## config.mk

```make
export PLATFORM = sky130hd
export DESIGN_NAME = pc_call_sequencer_flat
export DESIGN_NICKNAME = d
export VERILOG_FILES = /design/src/rtl/pc_call_sequencer_pkg.sv /design/src/rtl/pc_call_sequencer_if.sv /design/src/rtl/pc_call_sequencer.sv /design/src/flat_wrapper.sv
export SDC_FILE = /design/constraint.sdc
export NUM_CORES = 1
export LEC_CHECK = 0
export CAP_MARGIN = 40
export CORE_MARGIN = 5
export CORE_UTILIZATION = 45
export CTS_BUF_LIST = sky130_fd_sc_hd__clkbuf_4
export CTS_CLUSTER_SIZE = 30
export DETAILED_ROUTE_END_ITERATION = 16
export GPL_TIMING_DRIVEN = 0
export PLACE_DENSITY = 0.77
export SYNTH_ARGS = -nofsm -noshare
export SYNTH_HDL_FRONTEND = slang
export SYNTH_SLANG_ARGS = --single-unit
```

## constraint.sdc

```tcl
create_clock -name clk -period 3.1 [get_ports clk]
set_clock_uncertainty 0.05 [all_clocks]
set_input_delay 0.31 -clock clk [delete_from_list [all_inputs] [get_ports clk]]
set_output_delay 0.31 -clock clk [all_outputs]
set_load 0.05 [all_outputs]
```

## src/rtl/pc_call_sequencer_pkg.sv

```systemverilog
// Shared constants for the PC call sequencer:
// request opcodes, FSM states and default sizes.
package pc_call_sequencer_pkg;

  localparam int DEF_ADDR_W  = 9;
  localparam int DEF_FRAMES  = 8;
  localparam int DEF_DEPTH_W = 3;

  typedef enum logic [1:0] {
    OP_STEP = 2'd0,
    OP_JUMP = 2'd1,
    OP_CALL = 2'd2,
    OP_RET  = 2'd3
  } op_e;

  typedef enum logic [2:0] {
    S_IDLE      = 3'd0,
    S_STEP      = 3'd1,
    S_JUMP      = 3'd2,
    S_CALL_PUSH = 3'd3,
    S_CALL_SET  = 3'd4,
    S_RET_POP   = 3'd5,
    S_ERR       = 3'd6
  } state_e;

endpackage

```

## src/rtl/pc_call_sequencer_if.sv

```systemverilog
// Request handshake bundle between a control
// master and the PC call sequencer.
interface pc_call_sequencer_if
  import pc_call_sequencer_pkg::*;
#(
  parameter int ADDR_W = DEF_ADDR_W
);
  logic              req_valid;
  logic              req_ready;
  op_e               req_op;
  logic [ADDR_W-1:0] req_target;

  modport master (
    output req_valid,
    output req_op,
    output req_target,
    input  req_ready
  );

  modport slave (
    input  req_valid,
    input  req_op,
    input  req_target,
    output req_ready
  );
endinterface

```

## src/rtl/pc_call_sequencer.sv

```systemverilog
// Turns STEP/JUMP/CALL/RET requests into strobes
// for the banked PC block, with a shadow depth.
module pc_call_sequencer
  import pc_call_sequencer_pkg::*;
#(
  parameter int ADDR_W  = DEF_ADDR_W,
  parameter int FRAMES  = DEF_FRAMES,
  parameter int DEPTH_W = DEF_DEPTH_W
) (
  input  logic               clk,
  input  logic               rst_n,
  pc_call_sequencer_if.slave req,
  output logic               done,
  output logic               err,
  input  logic               err_clr,
  output logic [DEPTH_W-1:0] depth,
  output logic               pc_inc,
  output logic               pc_ref_inc,
  output logic               pc_ref_dec,
  output logic               pc_set,
  output logic [ADDR_W-1:0]  pc_set_value,
  input  logic               pc_err
);

  localparam logic [DEPTH_W-1:0] DMAX =
    DEPTH_W'(FRAMES - 1);

  state_e             state_q, state_d;
  logic [DEPTH_W-1:0] depth_q, depth_d;
  logic [ADDR_W-1:0]  tgt_q, tgt_d;
  logic               done_q, done_d;
  logic               err_q, err_d;
  logic               inc_q, inc_d;
  logic               rinc_q, rinc_d;
  logic               rdec_q, rdec_d;
  logic               set_q, set_d;
  logic [ADDR_W-1:0]  val_q, val_d;
  logic               req_rdy;
  logic               err_hit;

  assign req_rdy = (state_q == S_IDLE)
                && !err_q && !pc_err;
  assign req.req_ready = req_rdy;

  always_comb begin
    state_d = state_q;
    depth_d = depth_q;
    tgt_d   = tgt_q;
    err_hit = 1'b0;
    if (pc_err && state_q != S_ERR) begin
      state_d = S_ERR;
    end else begin
      unique case (state_q)
        S_IDLE: begin
          if (req.req_valid && req_rdy) begin
            tgt_d = req.req_target;
            unique case (req.req_op)
              OP_STEP: state_d = S_STEP;
              OP_JUMP: state_d = S_JUMP;
              OP_CALL: begin
                if (depth_q == DMAX) begin
                  state_d = S_ERR;
                  err_hit = 1'b1;
                end else begin
                  state_d = S_CALL_PUSH;
                end
              end
              OP_RET: begin
                if (depth_q == '0) begin
                  state_d = S_ERR;
                  err_hit = 1'b1;
                end else begin
                  state_d = S_RET_POP;
                end
              end
              default: state_d = S_IDLE;
            endcase
          end
        end
        S_STEP:      state_d = S_IDLE;
        S_JUMP:      state_d = S_IDLE;
        S_CALL_PUSH: begin
          state_d = S_CALL_SET;
          depth_d = depth_q + DEPTH_W'(1);
        end
        S_CALL_SET:  state_d = S_IDLE;
        S_RET_POP: begin
          state_d = S_IDLE;
          depth_d = depth_q - DEPTH_W'(1);
        end
        S_ERR: begin
          if (err_clr && !pc_err) state_d = S_IDLE;
        end
        default:     state_d = S_IDLE;
      endcase
    end
  end

  // Strobes are decoded from the next state so they
  // appear registered in the cycle the state is live.
  always_comb begin
    inc_d  = 1'b0;
    rinc_d = 1'b0;
    rdec_d = 1'b0;
    set_d  = 1'b0;
    done_d = err_hit;
    unique case (1'b1)
      (state_d == S_STEP): begin
        inc_d  = 1'b1;
        done_d = 1'b1;
      end
      (state_d == S_JUMP): begin
        set_d  = 1'b1;
        done_d = 1'b1;
      end
      (state_d == S_CALL_PUSH): begin
        inc_d  = 1'b1;
        rinc_d = 1'b1;
      end
      (state_d == S_CALL_SET): begin
        set_d  = 1'b1;
        done_d = 1'b1;
      end
      (state_d == S_RET_POP): begin
        rdec_d = 1'b1;
        done_d = 1'b1;
      end
      default: ;
    endcase
    err_d = (state_d == S_ERR);
    val_d = set_d ? tgt_d : '0;
  end

  always_ff @(posedge clk or negedge rst_n) begin
    if (!rst_n) begin
      state_q <= S_IDLE;
      depth_q <= '0;
      tgt_q   <= '0;
      done_q  <= 1'b0;
      err_q   <= 1'b0;
      inc_q   <= 1'b0;
      rinc_q  <= 1'b0;
      rdec_q  <= 1'b0;
      set_q   <= 1'b0;
      val_q   <= '0;
    end else begin
      state_q <= state_d;
      depth_q <= depth_d;
      tgt_q   <= tgt_d;
      done_q  <= done_d;
      err_q   <= err_d;
      inc_q   <= inc_d;
      rinc_q  <= rinc_d;
      rdec_q  <= rdec_d;
      set_q   <= set_d;
      val_q   <= val_d;
    end
  end

  assign done         = done_q;
  assign err          = err_q;
  assign depth        = depth_q;
  assign pc_inc       = inc_q;
  assign pc_ref_inc   = rinc_q;
  assign pc_ref_dec   = rdec_q;
  assign pc_set       = set_q;
  assign pc_set_value = val_q;

endmodule

```

## src/flat_wrapper.sv

```systemverilog
// flat-port wrapper written by rule: the top's interface ports become plain ports
module pc_call_sequencer_flat import pc_call_sequencer_pkg::*;
#(
  parameter int ADDR_W  = DEF_ADDR_W,
  parameter int FRAMES  = DEF_FRAMES,
  parameter int DEPTH_W = DEF_DEPTH_W
)
  (clk, rst_n, done, err, err_clr, depth, pc_inc, pc_ref_inc, pc_ref_dec, pc_set, pc_set_value, pc_err, req_req_valid, req_req_op, req_req_target, req_req_ready);
  pc_call_sequencer_if #(.ADDR_W(ADDR_W)) req_i ();
  input  logic clk;
  input  logic rst_n;
  output logic done;
  output logic err;
  input  logic err_clr;
  output logic [DEPTH_W-1:0] depth;
  output logic pc_inc;
  output logic pc_ref_inc;
  output logic pc_ref_dec;
  output logic pc_set;
  output logic [ADDR_W-1:0] pc_set_value;
  input  logic pc_err;
  input wire logic [$bits(req_i.req_valid)-1:0] req_req_valid;
  input wire logic [$bits(req_i.req_op)-1:0] req_req_op;
  input wire logic [$bits(req_i.req_target)-1:0] req_req_target;
  output wire logic [$bits(req_i.req_ready)-1:0] req_req_ready;
  assign req_i.req_valid = req_req_valid;
  assign req_i.req_op = req_req_op;
  assign req_i.req_target = req_req_target;
  assign req_req_ready = req_i.req_ready;
  pc_call_sequencer #(.ADDR_W(ADDR_W), .FRAMES(FRAMES), .DEPTH_W(DEPTH_W)) u_core (.clk(clk), .rst_n(rst_n), .req(req_i), .done(done), .err(err), .err_clr(err_clr), .depth(depth), .pc_inc(pc_inc), .pc_ref_inc(pc_ref_inc), .pc_ref_dec(pc_ref_dec), .pc_set(pc_set), .pc_set_value(pc_set_value), .pc_err(pc_err));
endmodule
```

==> impl_metrics.py <==
metrics = {
    "routing": {
        "routed.top_layer": "met4",
        "dr_wl_met3_um": 271,
        "num_vias": 917,
        "wirelength_mm": 2.64,
        "drt_iter0_markers": 12,
        "drc_errors": 0,
        "antenna_left": 0,
        "viasPerCell": 5.39,
        "drt-met1-wl_mm": 1.09,
        "dr.pass1.iters": 4,
        "wl_per_cell_um": 15.5,
        "met2_length_mm": 1.24,
    },
    "pwr": {
        "ir_drop_mv": 0.469,
        "power.density_nw_per_um2": 568,
        "finalPower_uw": 1020,
        "total_leakage_power_uw": 0.000796,
    },
    "timing": {
        "hold_ws_ns": 0.362,
        "finalCriticalPeriod_ns": 2.59,
        "max_freq_mhz": 385,
        "final.period_utilization": 0.837,
        "worst_pin_slew_ns": 0.723,
        "rsz0062_at_grt": "false",
        "max_slew_margin": 0.517,
        "setup_violations": 0,
        "finalHoldViolCount": 0,
        "slew_viol_final": 0,
        "tns_ns": 0,
    },
    "cells_and_area": {
        "diodes": 0,
        "multi_input_area_sq_um": 515,
        "area_growth_pct": 36.1,
        "drive_above_1_share": 0.223,
        "seq_area_sq_um": 751,
        "final_nets": 155,
        "nFillCells": 240,
    },
    "cts": {
        "ctsHoldBuffers": 0,
        "cts_setup_buffers": 0,
        "cts_sinks": 30,
        "cts_buffer_depth": 2,
        "cts_made_buffers": 5,
        "clk_pin_slew_ns": 0.09,
        "cts_tree": "built",
        "ctsHtreeMaxLevel": 2,
        "cts_resized": 0,
        "clkLatencyLatePin_ns": 0.32,
        "clockRootBuffer": "clkbuf_4",
    },
    "logic_synthesis": {
        "yosys_warnings": 0,
        "ys_seq_area_frac": 0.569,
        "synth-main-ff-cell": "dfrtp_1",
        "synth_fp_nets": 113,
        "synthCells": 96,
        "ys_types": 41,
        "synth-seq-cells": 30,
        "synth_area_sq_um": 1320,
        "syn_avg_cell_area_sq_um": 13.8,
        "async_flop_share": 1.00,
        "synth_edf_count": 0,
    },
    "die": {
        "num_rows": 19,
        "core_area_sq_um": 2780,
        "ios": 35,
        "dieArea_sq_um": 4120,
        "die_w_um": 64.2,
        "start_util": 0.475,
        "die_height_um": 64.2,
    },
    "global_route": {
        "antenna_found_initial": 0,
        "grt_pass1_vias": 945,
        "gr-usage-all-layers": 0.142,
        "grt_overflow": 0,
        "grt_pass1_wl_mm": 4.53,
        "grt_max_degree": 17,
    },
    "worst_setup_path": {
        "crit_path_end_kind": "output port",
        "rr_endpoint": "u_core.depth[2]",
        "crit_type": "flop to output port",
        "ff2ff_setup_slack_ns": 1.12,
        "start_kind": "flop",
        "rr_startpoint": "u_core.state_q[2]",
        "worstPathRequired_ns": 2.74,
        "cp.arrival_ns": 2.23,
        "r2r_cells": 7,
        "cp_max_fo": 8,
    },
    "placed_design": {
        "port_buffers": 34,
        "globalplace.congestion": 0.767,
        "dp_hpwl_mm": 1.91,
    },
    "worst_hold_path": {
        "hp-class": "input port to asynchronous set/reset pin",
    },
    "outcome": {
        "status": "complete, no violations",
    },
    "run": {
        "max-cap-violations": 0,
    },
}
routing by layer:
metal,track usage,vias to the layer above
met2,0.226,32
met1,0.168,452
met3,0.0613,7
met5,0,-
li1,-,426
met4,0.0611,0
placed cells by master, fill, tap and decap left out, types with 2 or more instances in the layout:
master and n:
o21ai_0 2, nor4b_1 7, nor2b_1 2, nor3b_1 3
inv_1 4, o21bai_2 2, mux2_4 6, buf_6 2
nor2_1 3, dfrtp_1 30, clkdlybuf4s50_1 34, nand2_1 2
or2_1 2, mux2_2 2, clkbuf_4 7, xor2_1 2
registers in the layout (all words and copies together), names as in the netlist:
name / flops
u_core.depth: 3
u_core.tgt_q: 9
u_core.pc_inc: 1
u_core.pc_ref_inc: 1
u_core.state_q: 3
u_core.done: 1
u_core.err: 1
u_core.pc_set_value: 9
u_core.pc_ref_dec: 1
u_core.pc_set: 1
cells in the mapped netlist, types with 2 or more instances:
master / instances / area (sq um)
xor2_1: 2 / 17.5
nand2_1: 2 / 7.51
mux2_2: 2 / 22.5
inv_1: 4 / 15.0
nor3b_1: 3 / 22.5
mux2_4: 6 / 90.1
o21ai_0: 2 / 10.0
o21bai_2: 2 / 22.5
buf_6: 2 / 22.5
nor4b_1: 7 / 61.3
nor2b_1: 2 / 12.5
nor2_1: 3 / 11.3
or2_1: 2 / 12.5
dfrtp_1: 30 / 751
kinds of logic (layout without fill, tap and decap cells):
family	Yosys count	after routing	synth area share
fa+ha+maj	1	1	0.0152
xor+xnor	3	3	0.0199
simple gates	31	31	0.182
compound gates	13	13	0.0806
mux	9	9	0.0929
flops	30	30	0.569
buf+inv	9	52	0.0407
stage by stage:
| stage | std cells | setup slack, ns | cell area (sq um) | utilization |
|---|---|---|---|---|
| after floorplan | 96 | 1.11 | 1320 | - |
| after global placement | 161 | 0.616 | 1700 | 0.611 |
| after detailed placement | 162 | 0.624 | 1710 | 0.616 |
| after CTS | 170 | 0.486 | 1800 | 0.646 |
| after global routing | 170 | 0.443 | 1800 | 0.646 |
| final | 170 | 0.505 | 1800 | 0.646 |
worst max-delay path by stage:
| stage | cells after the start | endpoint | startpoint | slack, ns |
|---|---|---|---|---|
| 2_1_floorplan | 3 | req_req_ready | u_core.state_q[1] | 1.11 |
| 3_3_place_gp | 4 | req_req_ready | pc_err | 0.62 |
| 3_5_place_dp | 4 | req_req_ready | pc_err | 0.62 |
| 4_1_cts | 3 | req_req_ready | u_core.state_q[0] | 0.49 |
| 5_1_grt | 3 | req_req_ready | u_core.state_q[0] | 0.44 |
| 6_report | 3 | req_req_ready | u_core.state_q[0] | 0.51 |
power by group:
| part | leakage (uW) | switching [uW] | internal [uW] |
|---|---|---|---|
| combinational | 0.000358 | 125 | 112 |
| clock | 0.0000463 | 133 | 189 |
| sequential | 0.000391 | 21.9 | 441 |
final cells by class:
type,count,share of cell area
Timing Repair Buffer,35,0.198
Clock buffer,7,0.0292
Buffer,4,0.0195
Inverter,5,0.0104
Multi-Input combinational cell,57,0.287
Clock inverter,1,0.0167
Tap cell,31,0.0216
Sequential cell,30,0.418
worst max-delay path, cell delays in order (launching register included):
cell	delay, ns
dfrtp_1	0.48
or4_1	0.54
nor2_1	0.09
clkdlybuf4s50_1	0.80
No activity file was read; power rests on OpenSTA's default activity.
==> patch 1 (same flow settings) <==
Set the package constant `DEF_ADDR_W` to 10 (it was 9).
--- a/src/rtl/pc_call_sequencer_pkg.sv
+++ b/src/rtl/pc_call_sequencer_pkg.sv
@@ -2,7 +2,7 @@
 // request opcodes, FSM states and default sizes.
 package pc_call_sequencer_pkg;
 
-  localparam int DEF_ADDR_W  = 9;
+  localparam int DEF_ADDR_W  = 10;
   localparam int DEF_FRAMES  = 8;
   localparam int DEF_DEPTH_W = 3;
 
Interface: changed (resized pc_set_value and req_req_target); port bits go from 35 to 37. The function was not compared with the original's and may differ.
==> patch 1 against the original RTL <==
- wire length decreased by 4.0%
- die area decreased by 0.96%
- global-route usage decreased by 0.54 points
- worst setup slack improved by 0.11 ns
- fmax increased by 4.5%
- final area decreased by 1.8%
- total power decreased by 5.8%
- synthesized area decreased by 1.1%
- sequential cell count increased by 2
- largest cell class unchanged
- largest power group unchanged
==> patch 1: results (changes against the original RTL) <==
[status]
status=completed  ; unchanged

[finish]
fin_nets=163  ; was 155
final_cell_count_no_fill=176  ; was 170
antenna_cells=0  ; unchanged
drive_gt1_frac=0.1448  ; was 0.2230

[synth]
ys_warn_count=0  ; unchanged
ys_seq_area_frac=0.6136  ; was 0.5687
synth.area.top_cells=dfrtp_1 (61%), mux2_2 (8.6%), nor2b_1 (6.2%), inv_1 (2.0%), fa_1 (1.5%)  ; was dfrtp_1 (57%), mux2_4 (6.8%), nor4b_1 (4.6%), nor4b_4 (1.8%), buf_6 (1.7%)
synthArstFlopShare=1.000  ; unchanged
synth_nets=119  ; was 113
syn_area_per_cell_um2=12.92  ; was 13.75 um^2
yosys.cell_types.count=31  ; was 41
post_synth_most_frequent_cells=dfrtp_1 (32), nor2b_1 (13), mux2_2 (10), inv_1 (7), nor2_1 (5)  ; was dfrtp_1 (30), nor4b_1 (7), mux2_4 (6), inv_1 (4)

[cts]
clockRootBuffer=clkbuf_4  ; unchanged
clock_latency_ns=0.32  ; about the same
ctsResizeCount=0  ; unchanged
htree_num_levels=2  ; unchanged
cts_made_buffers=5  ; unchanged
cts.clk_slew.worst_paths_ns=0.09  ; about the same
clk_path_buf_depth=2  ; unchanged
cts-hold-fix-buffers=0  ; unchanged
post_cts_buffers=0  ; unchanged

[setup_path]
slowest_delay_ns=0.82  ; was 0.80 ns
path_delay_family=buffers and inverters  ; unchanged
worst-path-max-fanout=6  ; was 8
reg2reg_depth=7  ; unchanged
arrival_ns=2.12  ; was 2.23 ns
slowest_stage=clkdlybuf4s50_1  ; unchanged

[power]
switchingPower_uw=292.4  ; was 279.3 uW
p_leak_uw=0.0007819  ; was 0.0007959 uW
power_uw=961.0  ; was 1021 uW
p_seq_frac=0.520  ; was 0.453
p_comb_uw=255  ; was 237 uW
ir_drop_mv=0.3703  ; was 0.4689 mV

[placement]
dp_hpwl_um=1901  ; was 1913 um
placed_area_um2=1719  ; was 1714 um^2
place_ws_ns=0.9333  ; was 0.6245 ns
dpl.cell_count=169  ; was 162
globalplace.congestion=0.8317  ; was 0.7668
port_buffers=36  ; was 34

[global_routing]
grt_use_total=0.1368  ; was 0.1422
grt_max_degree=18  ; was 17
grt_pass1_vias=1006  ; was 945
grt_pass1_wl_um=4305  ; was 4533 um
antenna_found_initial=0  ; unchanged

[route]
drt_wl_total_um=2535  ; was 2642 um
drt_iter0_drc=17  ; was 12
drc=0  ; unchanged
route.vias.total=905  ; was 917
first_pass_iters=3  ; was 4

[sta]
tightestPinTransition_ns=0.7596  ; was 0.7228 ns
tns_ns=0  ; unchanged

[hold_path]
hold_class=input port to asynchronous set/reset pin  ; unchanged

## patch 1: area by class of cell
type | instances | area, um^2
Clock inverter | 2 | 7.507
Sequential cell | 32 | 800.8
Fill cell | 235 | 993.5
Timing Repair Buffer | 37 | 375.4
Inverter | 7 | 26.28
Clock buffer | 5 | 37.54
Tap cell | 31 | 38.79
Multi-Input combinational cell | 60 | 462.9
Buffer | 2 | 15.01
## patch 1: routing by layer
metal	GRT usage	vias up	routed length [um]
met5	0	-	0
met4	0.05455	0	35
met3	0.07180	5	230
met2	0.2362	35	1263
met1	0.1377	435	1006
li1	-	430	-
## patch 1: cells by family after synthesis
| group | count (synthesis) | synth area share |
|---|---|---|
| AO/OA/AOI/OAI | 13 | 0.07287 |
| XOR/XNOR | 3 | 0.02014 |
| adder cells (fa/ha/maj) | 1 | 0.01534 |
| buffers and inverters | 9 | 0.03164 |
| flip-flops | 32 | 0.6136 |
| multiplexers | 10 | 0.08629 |
| AND/OR/NAND/NOR | 33 | 0.1601 |
## patch 1: worst register-to-register path, cell delays in order (launching register included)
cell	delay, ns
dfrtp_1	0.45
nor2b_1	0.20
nand2_1	0.09
fa_1	0.41
nor3b_1	0.20
a21oi_1	0.06
nor3b_1	0.23
xor2_1	0.16
## patch 1: worst paths after layout
kind / from / endpoint / slack [ns]
setup / recovery: u_core.state_q[0] / req_req_ready / 0.62
hold / removal: rst_n / u_core.tgt_q[4] / 0.38
setup reg to reg: u_core.state_q[2] / u_core.depth[2] / 1.20
hold reg to reg: u_core.tgt_q[1] / u_core.tgt_q[1] / 0.45
max in group asynchronous: rst_n / u_core.err / 2.04
min in group clk: u_core.tgt_q[1] / u_core.tgt_q[1] / 0.45
==> patch 2 (config.mk and constraints unchanged) <==
Without the edit above. Re-encode `state_e` (7 states) as one-hot, 7 bits wide.
--- a/src/rtl/pc_call_sequencer_pkg.sv
+++ b/src/rtl/pc_call_sequencer_pkg.sv
@@ -13,14 +13,14 @@
     OP_RET  = 2'd3
   } op_e;
 
-  typedef enum logic [2:0] {
-    S_IDLE      = 3'd0,
-    S_STEP      = 3'd1,
-    S_JUMP      = 3'd2,
-    S_CALL_PUSH = 3'd3,
-    S_CALL_SET  = 3'd4,
-    S_RET_POP   = 3'd5,
-    S_ERR       = 3'd6
+  typedef enum logic [6:0] {
+    S_IDLE      = 7'b0000001,
+    S_STEP      = 7'b0000010,
+    S_JUMP      = 7'b0000100,
+    S_CALL_PUSH = 7'b0001000,
+    S_CALL_SET  = 7'b0010000,
+    S_RET_POP   = 7'b0100000,
+    S_ERR       = 7'b1000000
   } state_e;
 
 endpackage
Function: no difference found for any inputs over 10 cycles, from zero or initial values and one cycle with rst_n low; not proved beyond that.
==> patch 2 against the original RTL <==
- final area is 4.7% higher
- count of clock-buffer cells in the layout stayed put
- register-to-register slack worse by 0.36 ns
- worst setup slack worse by 0.18 ns
- sequential cell count is 4 higher
- total power is 5.7% lower
- wire length is 6.9% higher
- largest power group unchanged
- critical path type unchanged
- clock power is 3% higher
- synthesized area is 5.9% higher
- sequential power is 6.9% higher
- highest routed layer unchanged
==> patch 2: results (changes against the original RTL) <==
[status]
status=completed  ; unchanged

[global_routing]
grt_pass1_vias=1042  ; was 945
grt_use_met1=0.1550  ; was 0.1676
use_met2=0.2753  ; was 0.2261
grt_use_total=0.1563  ; was 0.1422
met3_usage=0.04274  ; was 0.06130
grt_max_degree=35  ; was 17
grt_pass1_wl_um=4878  ; was 4533 um

[placement]
port_buffers=34  ; unchanged
globalplace.congestion=0.8251  ; was 0.7668
dpl.cell_count=183  ; was 162
placed_area_um2=1788  ; was 1714 um^2
place_ws_ns=0.4238  ; was 0.6245 ns
dp_hpwl_um=2080  ; was 1913 um

[synth]
synth_fa_ha_area_frac=0.01432  ; was 0.01517
synth-compound-area-share=0.04566  ; was 0.08057
yosys.cell_types.count=35  ; was 41
post_synth_most_frequent_cells=dfrtp_1 (33), nor2b_1 (9), mux2_4 (7), inv_1 (6), nor2_1 (6)  ; was dfrtp_1 (30), nor4b_1 (7), mux2_4 (6), inv_1 (4)
synth_xor_area_frac=0.02507  ; was 0.01991
ys_seq_area_frac=0.6097  ; was 0.5687
synth.area.mux_share=0.09848  ; was 0.09289
synth.area.top_cells=dfrtp_1 (59%), mux2_4 (7.5%), nor2b_1 (4.0%), dfstp_2 (1.9%), o311ai_0 (1.9%)  ; was dfrtp_1 (57%), mux2_4 (6.8%), nor4b_1 (4.6%), nor4b_4 (1.8%), buf_6 (1.7%)
synth_nets=122  ; was 113
syn_area_per_cell_um2=13.31  ; was 13.75 um^2

[route]
dr_wl_met3_um=142  ; was 271 um
wire_per_inst_um=14.71  ; was 15.54 um
drt_iter0_drc=21  ; was 12
met1_length_um=1099  ; was 1086 um
route.met2.wl_um=1491  ; was 1238 um
drt_wl_total_um=2825  ; was 2642 um
highest_layer=met4  ; unchanged
route.vias.total=948  ; was 917

[finish]
fin_nets=164  ; was 155
drive_gt1_frac=0.1757  ; was 0.2230
num-fill-cells=231  ; was 240

[setup_path]
path_delay_family=buffers and inverters  ; unchanged
slowest_stage=clkdlybuf4s50_1  ; unchanged
ff2ff_setup_slack_ns=0.76  ; was 1.12 ns
arrival_ns=2.41  ; was 2.23 ns
worst-path-max-fanout=7  ; was 8
slowest_delay_ns=0.84  ; was 0.80 ns

[cts]
cts-hold-fix-buffers=1  ; was 0
ctsResizeCount=0  ; unchanged
cts_made_buffers=5  ; unchanged
cts.clk_slew.worst_paths_ns=0.10

[sta]
fmax_mhz=360.5  ; was 385.4 MHz
tightestPinTransition_ns=0.7294  ; was 0.7228 ns
whs_ns=0.4508  ; was 0.3622 ns

[hold_path]
hold_class=flop to flop  ; was input port to asynchronous set/reset pin

[power]
p_clk_uw=331  ; was 321 uW
cellPowerDensity_nw_per_um2=511.8  ; was 568.0 nW/um^2
p_seq_frac=0.515  ; was 0.453
ir_drop_mv=0.2399  ; was 0.4689 mV
p_int_uw=750.0  ; was 741.3 uW
p_leak_uw=0.0008562  ; was 0.0007959 uW

[patch 2: cell count changes after synthesis, sizes merged, moves of 3 or more]
cell and change:
buf -3, dfrtp +3, nand3 +3, nor2b +8
nor3 +3, nor3b -3, nor4b -6
[patch 2: final cells by class]
cell class,instances,area [um^2],share of cell area
plain buffers,2,15.01,0.007984
clock buffers,7,52.55,0.02794
clock inverters,1,30.03,0.01597
inverters,6,22.52,0.01198
multi-input cells,63,508.0,0.2701
flip-flops and latches,34,852.1,0.4531
well taps,44,55.05,0.02927
repair buffers,35,345.3,0.1836
[patch 2: worst paths after layout]
path	startpoint	endpoint	cells past startpoint
setup / recovery	u_core.state_q[5]	req_req_ready	3
hold reg to reg	u_core.tgt_q[6]	u_core.tgt_q[6]	1
max in group asynchronous	rst_n	u_core.pc_set	2
setup reg to reg	u_core.state_q[5]	u_core.pc_set_value[4]	5
min in group asynchronous	rst_n	u_core.state_q[3]	2
hold / removal	u_core.tgt_q[6]	u_core.tgt_q[6]	1
